### src/rtl/accel_pkg.sv
// Shared types for the accelerator tile sequencer: FSM state encoding and perf-counter width.
package accel_pkg;

  localparam int unsigned PERF_W = 32;

  typedef enum logic [2:0] {
    IDLE   = 3'd0,
    LOAD   = 3'd1,
    STREAM = 3'd2,
    DRAIN  = 3'd3,
    FLUSH  = 3'd4,
    OUTPUT = 3'd5,
    NEXT   = 3'd6,
    DONE   = 3'd7
  } seq_state_e;

  typedef logic [PERF_W-1:0] perf_cnt_t;

  // Saturating increment: counters stick at all-ones instead of wrapping.
  function automatic perf_cnt_t perf_inc(input perf_cnt_t v);
    return (&v) ? v : v + PERF_W'(1);
  endfunction

endpackage

### src/rtl/tile_sequencer_if.sv
// Control/status bundle between the tile sequencer (master) and its routers/host (slave).
interface tile_sequencer_if #(
  parameter int unsigned ADDR_WIDTH = 8,
  parameter int unsigned TILE_WIDTH = 4
);

  logic                          i_reg_clear;
  logic                          i_start;
  logic [TILE_WIDTH-1:0]         i_num_tiles;
  logic [ADDR_WIDTH-1:0]         i_route_size;
  logic [ADDR_WIDTH-1:0]         i_w_start_addr;
  logic [ADDR_WIDTH-1:0]         i_w_tile_stride;
  logic                          i_ir_ready;
  logic                          i_wr_ready;
  logic                          i_or_done;

  logic                          o_ir_en;
  logic                          o_wr_en;
  logic                          o_ir_pop_en;
  logic                          o_wr_pop_en;
  logic [ADDR_WIDTH-1:0]         o_w_addr;
  logic                          o_psum_out_en;
  logic                          o_or_en;
  logic [TILE_WIDTH-1:0]         o_tile_idx;
  logic                          o_busy;
  logic                          o_done;
  logic [accel_pkg::PERF_W-1:0]  o_cycle_cnt;
  logic [accel_pkg::PERF_W-1:0]  o_stall_cnt;

  modport master (
    input  i_reg_clear, i_start, i_num_tiles, i_route_size, i_w_start_addr,
           i_w_tile_stride, i_ir_ready, i_wr_ready, i_or_done,
    output o_ir_en, o_wr_en, o_ir_pop_en, o_wr_pop_en, o_w_addr, o_psum_out_en,
           o_or_en, o_tile_idx, o_busy, o_done, o_cycle_cnt, o_stall_cnt
  );

  modport slave (
    output i_reg_clear, i_start, i_num_tiles, i_route_size, i_w_start_addr,
           i_w_tile_stride, i_ir_ready, i_wr_ready, i_or_done,
    input  o_ir_en, o_wr_en, o_ir_pop_en, o_wr_pop_en, o_w_addr, o_psum_out_en,
           o_or_en, o_tile_idx, o_busy, o_done, o_cycle_cnt, o_stall_cnt
  );

endinterface

### src/rtl/seq_drain_counter.sv
// Loadable down-counter with zero flag; shared by the pop and drain phases of the sequencer.
module seq_drain_counter #(
  parameter int unsigned W = 8
) (
  input  logic         clk,
  input  logic         rst_n,
  input  logic         clr,
  input  logic         load,
  input  logic [W-1:0] load_val,
  input  logic         dec,
  output logic         zero_c
);

  logic [W-1:0] count;

  // Clear beats load beats decrement; decrement stops at zero.
  always_ff @(posedge clk or negedge rst_n) begin
    if (!rst_n) begin
      count <= '0;
    end else if (clr) begin
      count <= '0;
    end else if (load) begin
      count <= load_val;
    end else if (dec && (count != '0)) begin
      count <= count - W'(1);
    end
  end

  assign zero_c = (count == '0);

endmodule

### src/rtl/tile_sequencer.sv
// Sequences output-channel tiles through load/stream/drain/flush/output on a systolic array.
// Optional perf counters are built only when TILE_SEQUENCER_PERF_CNT_EN is defined.
module tile_sequencer
  import accel_pkg::*;
#(
  parameter int unsigned ROUTER_COUNT = 8,
  parameter int unsigned COLS         = 4,
  parameter int unsigned ADDR_WIDTH   = 8,
  parameter int unsigned TILE_WIDTH   = 4
) (
  input  logic              i_clk,
  input  logic              i_nrst,
  tile_sequencer_if.master  bus
);

  localparam int unsigned DRAIN_CYC = ROUTER_COUNT + COLS - 1;
  localparam int unsigned DRAIN_W   = $clog2(DRAIN_CYC + 1);
  localparam int unsigned CNT_W     = (ADDR_WIDTH > DRAIN_W) ? ADDR_WIDTH : DRAIN_W;

  seq_state_e             state;
  seq_state_e             state_nxt;

  logic [TILE_WIDTH-1:0]  num_tiles_q;
  logic [ADDR_WIDTH-1:0]  route_size_q;
  logic [ADDR_WIDTH-1:0]  stride_q;

  logic                   both_ready_c;
  logic                   pop_c;
  logic                   start_ok_c;
  logic                   last_tile_c;

  logic                   cnt_load;
  logic [CNT_W-1:0]       cnt_val;
  logic                   cnt_dec;
  logic                   cnt_zero;

  assign both_ready_c = bus.i_ir_ready & bus.i_wr_ready;
  assign pop_c        = (state == STREAM) & both_ready_c;
  assign start_ok_c   = (state == IDLE) & bus.i_start & ~bus.i_reg_clear;
  assign last_tile_c  = (bus.o_tile_idx == (num_tiles_q - TILE_WIDTH'(1)));

  // Both routers pop together, straight off the ready handshake.
  assign bus.o_ir_pop_en = pop_c;
  assign bus.o_wr_pop_en = pop_c;

  // One counter serves both phases: pops remaining in STREAM, cycles remaining in DRAIN.
  seq_drain_counter #(
    .W (CNT_W)
  ) u_cnt (
    .clk      (i_clk),
    .rst_n    (i_nrst),
    .clr      (bus.i_reg_clear),
    .load     (cnt_load),
    .load_val (cnt_val),
    .dec      (cnt_dec),
    .zero_c   (cnt_zero)
  );

  // Next-state and counter control.
  always_comb begin
    state_nxt = state;
    cnt_load  = 1'b0;
    cnt_val   = '0;
    cnt_dec   = 1'b0;
    case (state)
      IDLE: begin
        if (bus.i_start) begin
          state_nxt = (bus.i_num_tiles == '0) ? DONE : LOAD;
        end
      end
      LOAD: begin
        if (route_size_q == '0) begin
          state_nxt = DRAIN;
          cnt_load  = 1'b1;
          cnt_val   = CNT_W'(DRAIN_CYC - 1);
        end else if (both_ready_c) begin
          state_nxt = STREAM;
          cnt_load  = 1'b1;
          cnt_val   = CNT_W'(route_size_q) - CNT_W'(1);
        end
      end
      STREAM: begin
        if (pop_c) begin
          if (cnt_zero) begin
            state_nxt = DRAIN;
            cnt_load  = 1'b1;
            cnt_val   = CNT_W'(DRAIN_CYC - 1);
          end else begin
            cnt_dec = 1'b1;
          end
        end
      end
      DRAIN: begin
        if (cnt_zero) begin
          state_nxt = FLUSH;
        end else begin
          cnt_dec = 1'b1;
        end
      end
      FLUSH:   state_nxt = OUTPUT;
      OUTPUT: begin
        if (bus.i_or_done) begin
          state_nxt = NEXT;
        end
      end
      NEXT:    state_nxt = last_tile_c ? DONE : LOAD;
      DONE:    state_nxt = IDLE;
      default: state_nxt = IDLE;
    endcase
    if (bus.i_reg_clear) begin
      state_nxt = IDLE;
      cnt_load  = 1'b0;
      cnt_dec   = 1'b0;
    end
  end

  // State, configuration capture and registered outputs decoded from the next state.
  always_ff @(posedge i_clk or negedge i_nrst) begin
    if (!i_nrst) begin
      state             <= IDLE;
      num_tiles_q       <= '0;
      route_size_q      <= '0;
      stride_q          <= '0;
      bus.o_ir_en       <= 1'b0;
      bus.o_wr_en       <= 1'b0;
      bus.o_psum_out_en <= 1'b0;
      bus.o_or_en       <= 1'b0;
      bus.o_busy        <= 1'b0;
      bus.o_done        <= 1'b0;
      bus.o_w_addr      <= '0;
      bus.o_tile_idx    <= '0;
    end else begin
      state             <= state_nxt;
      bus.o_ir_en       <= (state_nxt == LOAD);
      bus.o_wr_en       <= (state_nxt == LOAD);
      bus.o_psum_out_en <= (state_nxt == FLUSH);
      bus.o_or_en       <= (state_nxt == OUTPUT);
      bus.o_busy        <= (state_nxt != IDLE);
      bus.o_done        <= (state_nxt == DONE);
      if (bus.i_reg_clear) begin
        bus.o_w_addr   <= '0;
        bus.o_tile_idx <= '0;
      end else if (start_ok_c) begin
        num_tiles_q    <= bus.i_num_tiles;
        route_size_q   <= bus.i_route_size;
        stride_q       <= bus.i_w_tile_stride;
        bus.o_w_addr   <= bus.i_w_start_addr;
        bus.o_tile_idx <= '0;
      end else if (state == NEXT) begin
        bus.o_w_addr   <= bus.o_w_addr + stride_q;
        bus.o_tile_idx <= bus.o_tile_idx + TILE_WIDTH'(1);
      end
    end
  end

`ifdef TILE_SEQUENCER_PERF_CNT_EN
  perf_cnt_t cycle_q;
  perf_cnt_t stall_q;

  // Busy-cycle and stream-stall counters; restart on each accepted start, hold afterwards.
  always_ff @(posedge i_clk or negedge i_nrst) begin
    if (!i_nrst) begin
      cycle_q <= '0;
      stall_q <= '0;
    end else if (bus.i_reg_clear || start_ok_c) begin
      cycle_q <= '0;
      stall_q <= '0;
    end else begin
      if (state != IDLE) begin
        cycle_q <= perf_inc(cycle_q);
      end
      if ((state == STREAM) && !both_ready_c) begin
        stall_q <= perf_inc(stall_q);
      end
    end
  end

  assign bus.o_cycle_cnt = cycle_q;
  assign bus.o_stall_cnt = stall_q;
`else
  assign bus.o_cycle_cnt = '0;
  assign bus.o_stall_cnt = '0;
`endif

endmodule

### src/flat_wrapper.sv
// flat-port wrapper written by rule: the top's interface ports become plain ports
module tile_sequencer_flat import accel_pkg::*;
#(
  parameter int unsigned ROUTER_COUNT = 8,
  parameter int unsigned COLS         = 4,
  parameter int unsigned ADDR_WIDTH   = 8,
  parameter int unsigned TILE_WIDTH   = 4
)
  (i_clk, i_nrst, bus_i_reg_clear, bus_i_start, bus_i_num_tiles, bus_i_route_size, bus_i_w_start_addr, bus_i_w_tile_stride, bus_i_ir_ready, bus_i_wr_ready, bus_i_or_done, bus_o_ir_en, bus_o_wr_en, bus_o_ir_pop_en, bus_o_wr_pop_en, bus_o_w_addr, bus_o_psum_out_en, bus_o_or_en, bus_o_tile_idx, bus_o_busy, bus_o_done, bus_o_cycle_cnt, bus_o_stall_cnt);
  tile_sequencer_if #(.ADDR_WIDTH(ADDR_WIDTH), .TILE_WIDTH(TILE_WIDTH)) bus_i ();
  input  logic i_clk;
  input  logic i_nrst;
  input wire logic [$bits(bus_i.i_reg_clear)-1:0] bus_i_reg_clear;
  input wire logic [$bits(bus_i.i_start)-1:0] bus_i_start;
  input wire logic [$bits(bus_i.i_num_tiles)-1:0] bus_i_num_tiles;
  input wire logic [$bits(bus_i.i_route_size)-1:0] bus_i_route_size;
  input wire logic [$bits(bus_i.i_w_start_addr)-1:0] bus_i_w_start_addr;
  input wire logic [$bits(bus_i.i_w_tile_stride)-1:0] bus_i_w_tile_stride;
  input wire logic [$bits(bus_i.i_ir_ready)-1:0] bus_i_ir_ready;
  input wire logic [$bits(bus_i.i_wr_ready)-1:0] bus_i_wr_ready;
  input wire logic [$bits(bus_i.i_or_done)-1:0] bus_i_or_done;
  output wire logic [$bits(bus_i.o_ir_en)-1:0] bus_o_ir_en;
  output wire logic [$bits(bus_i.o_wr_en)-1:0] bus_o_wr_en;
  output wire logic [$bits(bus_i.o_ir_pop_en)-1:0] bus_o_ir_pop_en;
  output wire logic [$bits(bus_i.o_wr_pop_en)-1:0] bus_o_wr_pop_en;
  output wire logic [$bits(bus_i.o_w_addr)-1:0] bus_o_w_addr;
  output wire logic [$bits(bus_i.o_psum_out_en)-1:0] bus_o_psum_out_en;
  output wire logic [$bits(bus_i.o_or_en)-1:0] bus_o_or_en;
  output wire logic [$bits(bus_i.o_tile_idx)-1:0] bus_o_tile_idx;
  output wire logic [$bits(bus_i.o_busy)-1:0] bus_o_busy;
  output wire logic [$bits(bus_i.o_done)-1:0] bus_o_done;
  output wire logic [$bits(bus_i.o_cycle_cnt)-1:0] bus_o_cycle_cnt;
  output wire logic [$bits(bus_i.o_stall_cnt)-1:0] bus_o_stall_cnt;
  assign bus_i.i_reg_clear = bus_i_reg_clear;
  assign bus_i.i_start = bus_i_start;
  assign bus_i.i_num_tiles = bus_i_num_tiles;
  assign bus_i.i_route_size = bus_i_route_size;
  assign bus_i.i_w_start_addr = bus_i_w_start_addr;
  assign bus_i.i_w_tile_stride = bus_i_w_tile_stride;
  assign bus_i.i_ir_ready = bus_i_ir_ready;
  assign bus_i.i_wr_ready = bus_i_wr_ready;
  assign bus_i.i_or_done = bus_i_or_done;
  assign bus_o_ir_en = bus_i.o_ir_en;
  assign bus_o_wr_en = bus_i.o_wr_en;
  assign bus_o_ir_pop_en = bus_i.o_ir_pop_en;
  assign bus_o_wr_pop_en = bus_i.o_wr_pop_en;
  assign bus_o_w_addr = bus_i.o_w_addr;
  assign bus_o_psum_out_en = bus_i.o_psum_out_en;
  assign bus_o_or_en = bus_i.o_or_en;
  assign bus_o_tile_idx = bus_i.o_tile_idx;
  assign bus_o_busy = bus_i.o_busy;
  assign bus_o_done = bus_i.o_done;
  assign bus_o_cycle_cnt = bus_i.o_cycle_cnt;
  assign bus_o_stall_cnt = bus_i.o_stall_cnt;
  tile_sequencer #(.ROUTER_COUNT(ROUTER_COUNT), .COLS(COLS), .ADDR_WIDTH(ADDR_WIDTH), .TILE_WIDTH(TILE_WIDTH)) u_core (.i_clk(i_clk), .i_nrst(i_nrst), .bus(bus_i));
endmodule
### config.mk
export PLATFORM = sky130hd
export DESIGN_NAME = tile_sequencer_flat
export DESIGN_NICKNAME = d
export VERILOG_FILES = /design/src/rtl/accel_pkg.sv /design/src/rtl/tile_sequencer_if.sv /design/src/rtl/seq_drain_counter.sv /design/src/rtl/tile_sequencer.sv /design/src/flat_wrapper.sv
export SDC_FILE = /design/constraint.sdc
export NUM_CORES = 1
export LEC_CHECK = 0
export BUFFER_PORTS_ARGS = -buffer_cell sky130_fd_sc_hd__buf_2
export CAP_MARGIN = 10
export CORE_MARGIN = 8
export CORE_UTILIZATION = 55
export CTS_CLUSTER_SIZE = 40
export DETAILED_ROUTE_END_ITERATION = 10
export PLACE_DENSITY = 0.89
export SYNTH_ARGS = -nofsm -noshare
export SYNTH_HDL_FRONTEND = slang
export SYNTH_SLANG_ARGS = --single-unit
### constraint.sdc
create_clock -name i_clk -period 5.25 [get_ports i_clk]
set_input_delay 0 -clock i_clk [delete_from_list [all_inputs] [get_ports i_clk]]
set_output_delay 0 -clock i_clk [all_outputs]
set_load 0.005 [all_outputs]
# Yosys cells after proc, flatten, opt, wreduce, memory -nomap -nowiden
# Cells that the tools add are included.
[classes]
add_sub_neg = 5
eq_ne = 12
muxes = 35
bitwise = 5
reduce_logical = 10
[op_table]
columns = ["op", "count"]
rows = [
  ["8-bit 2-to-1 mux", 9],
  ["3-bit 2-to-1 mux", 10],
  ["3-bit case mux with 8 select lines", 1],
  ["3-bit equality test, second input constant", 7],
  ["8-bit zero test", 2],
  ["4-bit 2-to-1 mux", 4],
  ["8-bit case mux with 2 select lines", 1],
  ["8-bit by 1-bit subtractor with 8-bit output, second input constant", 2],
  ["3-bit nonzero test", 3],
  ["8-bit adder", 1],
  ["1-bit 2-to-1 mux", 8],
  ["8-bit nonzero test", 1],
  ["3-bit by 1-bit equality test with 1-bit output, second input constant", 2],
  ["3-bit by 2-bit equality test with 1-bit output, second input constant", 2],
  ["4-bit by 1-bit adder with 4-bit output, second input constant", 1],
  ["1-bit bitwise AND", 4],
  ["4-bit equality test", 1],
  ["4-bit zero test", 1],
  ["1-bit case mux with 2 select lines", 2],
  ["4-bit by 1-bit subtractor with 4-bit output, second input constant", 1],
  ["3-bit zero test", 1],
  ["2-bit AND reduction", 1],
  ["1-bit logical AND", 1],
  ["1-bit NOT", 1],
]
[word_totals]
ff_bits = 48
inputBits = 35
out_inout_bits = 84
elab_cells = 79

# Logic depth before layout (Yosys ltp)
[depth]
depth_word = 9
depth_mapped = 9
depth_no_buf = 9

# Modules after synthesis
# Synthesis repeated with hierarchy kept, for this count alone.
[hier_totals]
cells_unflattened = 374
area_unflattened_um2 = 3559.7
[by_module_without_submodules]
columns = ["module", "n_inst", "cells_each", "area_each_um2"]
rows = [
  ["tile_sequencer", 1, 313, 3004.1],
  ["seq_drain_counter", 1, 61, 555.5],
]

# Worst setup path before layout
# No wires, ideal clock.
[synth_timing]
path_type = "register to register"
start = "register u_core.u_cnt.count[0]"
end = "register u_core.u_cnt.count[2]"
t_arrival_ps = 2017
path_slack_ps = 3111
path_stages_with_launch = 10
n_path_buf = 1
synth_period_minus_slack_ps = 2139
cell_sequence = "dfrtp_1 -> inv_1 -> ha_1 -> nor4b_1 -> nand4_1 -> o31a_1 -> and3b_1 -> buf_6 -> o21bai_1 -> a32o_1"
[synth_via]
elab_chain_len = 7
[synth_lines]
columns = ["item", "line_no", "source"]
rows = [
  ["start: declaration", "seq_drain_counter.sv:14", "logic [W-1:0] count;"],
  ["start signal: assignment", "seq_drain_counter.sv:23", "count <= load_val;"],
  ["start signal: assignment", "seq_drain_counter.sv:25", "count <= count - W'(1);"],
  ["8-bit zero test", "seq_drain_counter.sv:29", "assign zero_c = (count == '0);"],
  ["1-bit 2-to-1 mux (on tied branches)", "tile_sequencer.sv:84, tile_sequencer.sv:94", ""],
  ["1-bit 2-to-1 mux", "tile_sequencer.sv:83", "if (pop_c) begin"],
  ["1-bit case mux with 2 select lines", "tile_sequencer.sv:65", "case (state)"],
  ["1-bit 2-to-1 mux", "tile_sequencer.sv:110", "if (bus.i_reg_clear) begin"],
  ["8-bit 2-to-1 mux or 1-bit logical AND (tied branches)", "seq_drain_counter.sv:22, seq_drain_counter.sv:24", ""],
  ["8-bit 2-to-1 mux or 3-bit nonzero test (tied branches)", "-", ""],
]
# Parallel ways exist; a longest one is shown, timed or not. The select of a mux whose other input is x is not followed.
# A chain may end at the register's enable or synchronous reset.

# Worst setup path after layout
[layout_timing]
start = "register u_core.state[2]"
end = "register u_core.route_size_q[7]"
[layout_via]
elab_chain_len = 4
[layout_lines]
columns = ["item", "line_no", "source"]
rows = [
  ["start: declaration", "tile_sequencer.sv:20", "seq_state_e state;"],
  ["start signal: assignment", "tile_sequencer.sv:133", "state <= state_nxt;"],
  ["3-bit zero test", "tile_sequencer.sv:39", "assign start_ok_c = (state == IDLE) & bus.i_start & ~bus.i_reg_clear;"],
  ["1-bit bitwise AND (2 in series)", "tile_sequencer.sv:39", ""],
  ["2-bit AND reduction (no source line)", "-", ""],
  ["end signal: assignment", "tile_sequencer.sv:145", "route_size_q <= bus.i_route_size;"],
  ["end: declaration", "tile_sequencer.sv:24", "logic [ADDR_WIDTH-1:0] route_size_q;"],
]
# Every way passes these cells.

==> results.md <==
Status:
- The run finished with clean final reports.

Critical path:
- The setup slack of the most critical reg-to-reg path is between 2000 and 3000 ps.
- Of all nets on the critical path, the largest fanout is 27.
- The number of cells on the worst reg-to-reg path is 4.
- At the worst endpoint, the required time is approximately 5400 ps.
- The critical path capture point type is a flip-flop.
- The worst register-to-register path ends at u_core.route_size_q[7].
- The type of the worst setup path is reg2reg.
- The kind of launch point of the worst setup path is a flip-flop.
- The startpoint identified for the worst register-to-register timing path is u_core.state[2].
- The arrival time of data at the critical path endpoint is 2890 ps.

Clock tree:
- Once the clock tree was built, the setup fixing pass inserted 0 buffers.
- The clock net in this run drives a total of between 40 and 50 sinks.
- The clock latency on the worst-skew pair is approximately 300 ps.
- TritonCTS built the clock tree.
- Gates resized during post-CTS repair numbered 0.
- The clock tree root driver cell is sky130_fd_sc_hd__clkbuf_8.
- Hold repair after CTS inserted 28 buffers.
- The number of clock buffers added by TritonCTS is 5.
- The H-tree generated during clock tree synthesis spans 2 levels.
- The clock passes through at most 2 buffers.
- The post-CTS clock slew at the launch and capture registers of the worst setup and hold paths is roughly 90 ps.

Pwr:
- The reported leakage power is around 1.9 nW.
- The worst-case IR drop observed on VDD is ~270 uV.
- The total power density per cell area is around 520 mW/mm2.

GRT:
- Global routing finished with a remaining overflow of 0.
- Entering global routing, the biggest net connects 49 pins.
- The initial antenna violation count is 1.
- The number of global-route vias before repair is between 2,000 and 3,000.
- The global-route wire length before repair is roughly 14,000 um.
- The combined global-route utilization of all metal layers is 0.1879.

Placement:
- The HPWL reported at the end of detailed placement is slightly above 6000 um.
- The routability congestion estimate from global placement is 0.9140.
- The number of port buffers is 54.

Drt:
- The routed layout has ~2,900 vias.
- The detail-routed via count per cell is 5.561.
- The average detailed-routed wire length per instance is 16.63 um.
- After detailed routing, the number of remaining DRC violations is 0.
- The violation count after the first detailed-route iteration is 190.
- In this run the remaining antenna-violating nets after routing total 0.
- The first-pass iteration count of the detailed router is 5.
- For this block, the routed nets add up to 8750 um of wire.

Die:
- From bottom edge to top edge, the die measures 94.98 um.
- The region available for standard cell placement spans ~0.0060 mm2.
- The initial core utilization is 0.5727.
- The number of core rows is 28.
- From left edge to right edge, the die measures between 90 and 100 um.
- The I/O pin total is 119.
- The floorplan die area is approximately 0.009 mm2.

Yosys:
- Ranked by total cell area, the synthesized netlist is headed by sky130_fd_sc_hd__dfrtp_1 35%, sky130_fd_sc_hd__buf_4 14%, sky130_fd_sc_hd__mux2_2 4.3%.
- Of all cell types, the one taking the most synthesized area is sky130_fd_sc_hd__dfrtp_1.
- Of the synthesized area, sequential elements account for 0.3501.
- Of the post-synthesis cell area, the dominant cell type holds 0.3501.
- Of all flip-flops after synthesis, the portion carrying an async set or reset was 1.000.
- The number of distinct library cell variants in the gate-level netlist after synthesis is 64.
- The commonest cells after synthesis are 66 x sky130_fd_sc_hd__buf_4, 48 x sky130_fd_sc_hd__dfrtp_1, 28 x sky130_fd_sc_hd__nand2_1.
- The mean area per synthesized cell is between 9 and 10 um2.
- The count of flip-flops with a built-in enable after synthesis is 0.
- The number of standard cells after synthesis is ~380.
- The area of the mapped netlist is between 0.003 and 0.004 mm2.
- The most frequently used cell type in the post-synthesis netlist is sky130_fd_sc_hd__buf_4.
- After synthesis the netlist holds a flip-flop and latch count of 48.
- The total number of yosys warnings is 0.
- Among all flip-flop cells after synthesis, the most frequent one is sky130_fd_sc_hd__dfrtp_1.

STA:
- For the pin with the worst max-slew slack, the measured transition is about 1100 ps.
- Summed over all failing endpoints, the final setup total negative slack is 0 ps.
- The number of hold violations in the final report is 0.
- The max-slew violation count is 0.
- In the finished design, the share of the clock period the worst path needs comes to 0.5145.
- Setup repair after global routing left no endpoint under its margin.
- Setup violations remaining at the end of the flow were counted as 0.
- The upper clock frequency limit is roughly 370 MHz.
- The worst clock skew is 8.657 ps.
- The tightest slew margin relative to the limit is 0.2465.
- The hold slack is approximately 130 ps.
- The clock period minus final worst setup slack is about 2700 ps.

Finish:
- Of the cells placed in the final design, the portion with a size suffix greater than 1 is 0.1978.
- The total number of nets in the final design is between 400 and 500.
- The post-synthesis to final-layout area growth is 13.13%.
- The number of fillers in the final layout is roughly 480.

Run:
- The number of violations of the max-capacitance limit is 0.

Hold path:
- The worst hold path terminates at u_core.u_cnt.count[0].
- The number of cells on the worst hold path is 2.
- The startpoint identified for the worst hold timing path is bus_i_reg_clear.
- The tightest min-delay check is of the in2reg type.
## worst max-delay path by stage
stage,startpoint,to,slack [ps],depth (start not counted)
4_1_cts,u_core.state[2],u_core.route_size_q[7],2650,4
3_3_place_gp,u_core.state[2],u_core.route_size_q[7],2720,4
3_5_place_dp,u_core.state[2],u_core.num_tiles_q[3],2660,4
5_1_grt,u_core.state[2],u_core.route_size_q[7],2350,4
6_report,u_core.state[2],u_core.route_size_q[7],2550,4
2_1_floorplan,u_core.u_cnt.count[0],u_core.u_cnt.count[2],3110,9
## critical path, stage by stage (launching register included)
cell,delay (ps)
sky130_fd_sc_hd__dfrtp_1,540
sky130_fd_sc_hd__nor3_1,300
sky130_fd_sc_hd__nand2_1,350
sky130_fd_sc_hd__nor2_2,950
sky130_fd_sc_hd__mux2_2,430
## state kept, by name, summed over array words and instances (netlist names)
signal,flops
u_core.bus.o_w_addr,8
u_core.route_size_q,8
u_core.stride_q,8
u_core.u_cnt.count,8
u_core.bus.o_tile_idx,4
u_core.num_tiles_q,4
u_core.state,3
u_core.bus.o_busy,1
u_core.bus.o_done,1
u_core.bus.o_ir_en,1
u_core.bus.o_or_en,1
u_core.bus.o_psum_out_en,1
## power by group
group	leakage [nW]	internal, mW	switching (mW)	total (mW)
clock network	0.0614	0.156	0.129	0.285
registers	0.618	0.511	0.163	0.674
logic	1.20	0.478	0.574	1.05
total	1.88	1.14	0.866	2.01
## per-layer routing
metal | share of wire | track usage | wire, um | up-vias
met1 | 0.38 | 0.2174 | 3311 | 1386
met4 | 0.022 | 0.06372 | 194 | 0
met2 | 0.51 | 0.3320 | 4460 | 175
met3 | 0.090 | 0.04444 | 784 | 29
li1 | - | - | - | 1335
met5 | 0 | 0 | 0 | -
## cells by family (layout without fill, tap and decap cells)
group                      after synthesis  after routing  share of synthesized area
buffers and inverters                   96            107                     0.1827
other                                    1             65                   0.001093
AOI/OAI and AO/OA                       70             70                     0.1470
xor gates and xnor gates                16             16                    0.04085
DFF                                     48             48                     0.3501
adders and majority gates               12             12                    0.04595
muxes                                   16             16                    0.05142
and+or+nand+nor                        117            117                     0.1809
## metrics by stage
step	utilization	std cells	instance area [um2]	power, mW	setup slack [ps]
final	0.6479	526	3881	2.011	2549
after global routing	0.6479	526	3881	2.145	2347
after CTS	0.6458	524	3869	1.977	2654
after detailed placement	0.5787	488	3467	1.662	2664
after global placement	0.5787	488	3467	1.611	2724
after floorplan	-	439	3667	1.468	3111
## cell usage in the layout, fill, tap and decap left out, types with 2 or more instances in the layout
| master | synthesis | layout |
|---|---|---|
| sky130_fd_sc_hd__nand3_1 | 6 | 6 |
| sky130_fd_sc_hd__inv_1 | 16 | 16 |
| sky130_fd_sc_hd__nor3_1 | 20 | 20 |
| sky130_fd_sc_hd__xor2_1 | 7 | 7 |
| sky130_fd_sc_hd__o211ai_1 | 4 | 4 |
| sky130_fd_sc_hd__and3b_1 | 3 | 3 |
| sky130_fd_sc_hd__and2b_2 | 2 | 2 |
| sky130_fd_sc_hd__a211oi_1 | 5 | 5 |
| sky130_fd_sc_hd__nor2b_1 | 6 | 6 |
| sky130_fd_sc_hd__or3_1 | 4 | 4 |
| sky130_fd_sc_hd__dlygate4sd3_1 | 0 | 29 |
| sky130_fd_sc_hd__o211a_1 | 2 | 2 |
| sky130_fd_sc_hd__nand2b_1 | 2 | 2 |
| sky130_fd_sc_hd__buf_2 | 1 | 54 |
| sky130_fd_sc_hd__o21bai_1 | 2 | 2 |
| sky130_fd_sc_hd__mux2_2 | 13 | 13 |
| sky130_fd_sc_hd__nand4_1 | 3 | 3 |
| sky130_fd_sc_hd__nand2_1 | 28 | 28 |
| sky130_fd_sc_hd__conb_1 | 1 | 64 |
| sky130_fd_sc_hd__a21o_2 | 2 | 2 |
| sky130_fd_sc_hd__a2111oi_0 | 3 | 3 |
| sky130_fd_sc_hd__nor4b_1 | 2 | 2 |
| sky130_fd_sc_hd__and3_1 | 3 | 3 |
| sky130_fd_sc_hd__a22oi_1 | 2 | 2 |
| sky130_fd_sc_hd__o21a_1 | 6 | 6 |
| sky130_fd_sc_hd__a31oi_1 | 2 | 2 |
| sky130_fd_sc_hd__dfrtp_1 | 48 | 48 |
| sky130_fd_sc_hd__o21ai_0 | 13 | 13 |
| sky130_fd_sc_hd__clkbuf_8 | 0 | 6 |
| sky130_fd_sc_hd__nor4_1 | 3 | 3 |
| sky130_fd_sc_hd__xnor2_1 | 9 | 9 |
| sky130_fd_sc_hd__nor2_1 | 25 | 24 |
| sky130_fd_sc_hd__a21oi_1 | 10 | 10 |
| sky130_fd_sc_hd__ha_1 | 11 | 11 |
| sky130_fd_sc_hd__o221a_2 | 2 | 2 |
| sky130_fd_sc_hd__mux2i_1 | 3 | 3 |
| sky130_fd_sc_hd__o22a_1 | 2 | 2 |
| sky130_fd_sc_hd__and2_1 | 2 | 2 |
## cell type report
| class | count | area [um2] | area share |
|---|---|---|---|
| Sequential cell | 48 | 1201 | 0.3095 |
| Antenna cell | 1 | 2.502 | 0.0006447 |
| Inverter | 16 | 60.06 | 0.01547 |
| Clock inverter | 2 | 38.79 | 0.009994 |
| Timing Repair Buffer | 83 | 560.5 | 0.1444 |
| Tap cell | 75 | 93.84 | 0.02418 |
| Multi-Input combinational cell | 295 | 1842 | 0.4745 |
| Clock buffer | 6 | 82.58 | 0.02128 |
Note: power is estimated with default switching activity, not from simulation.
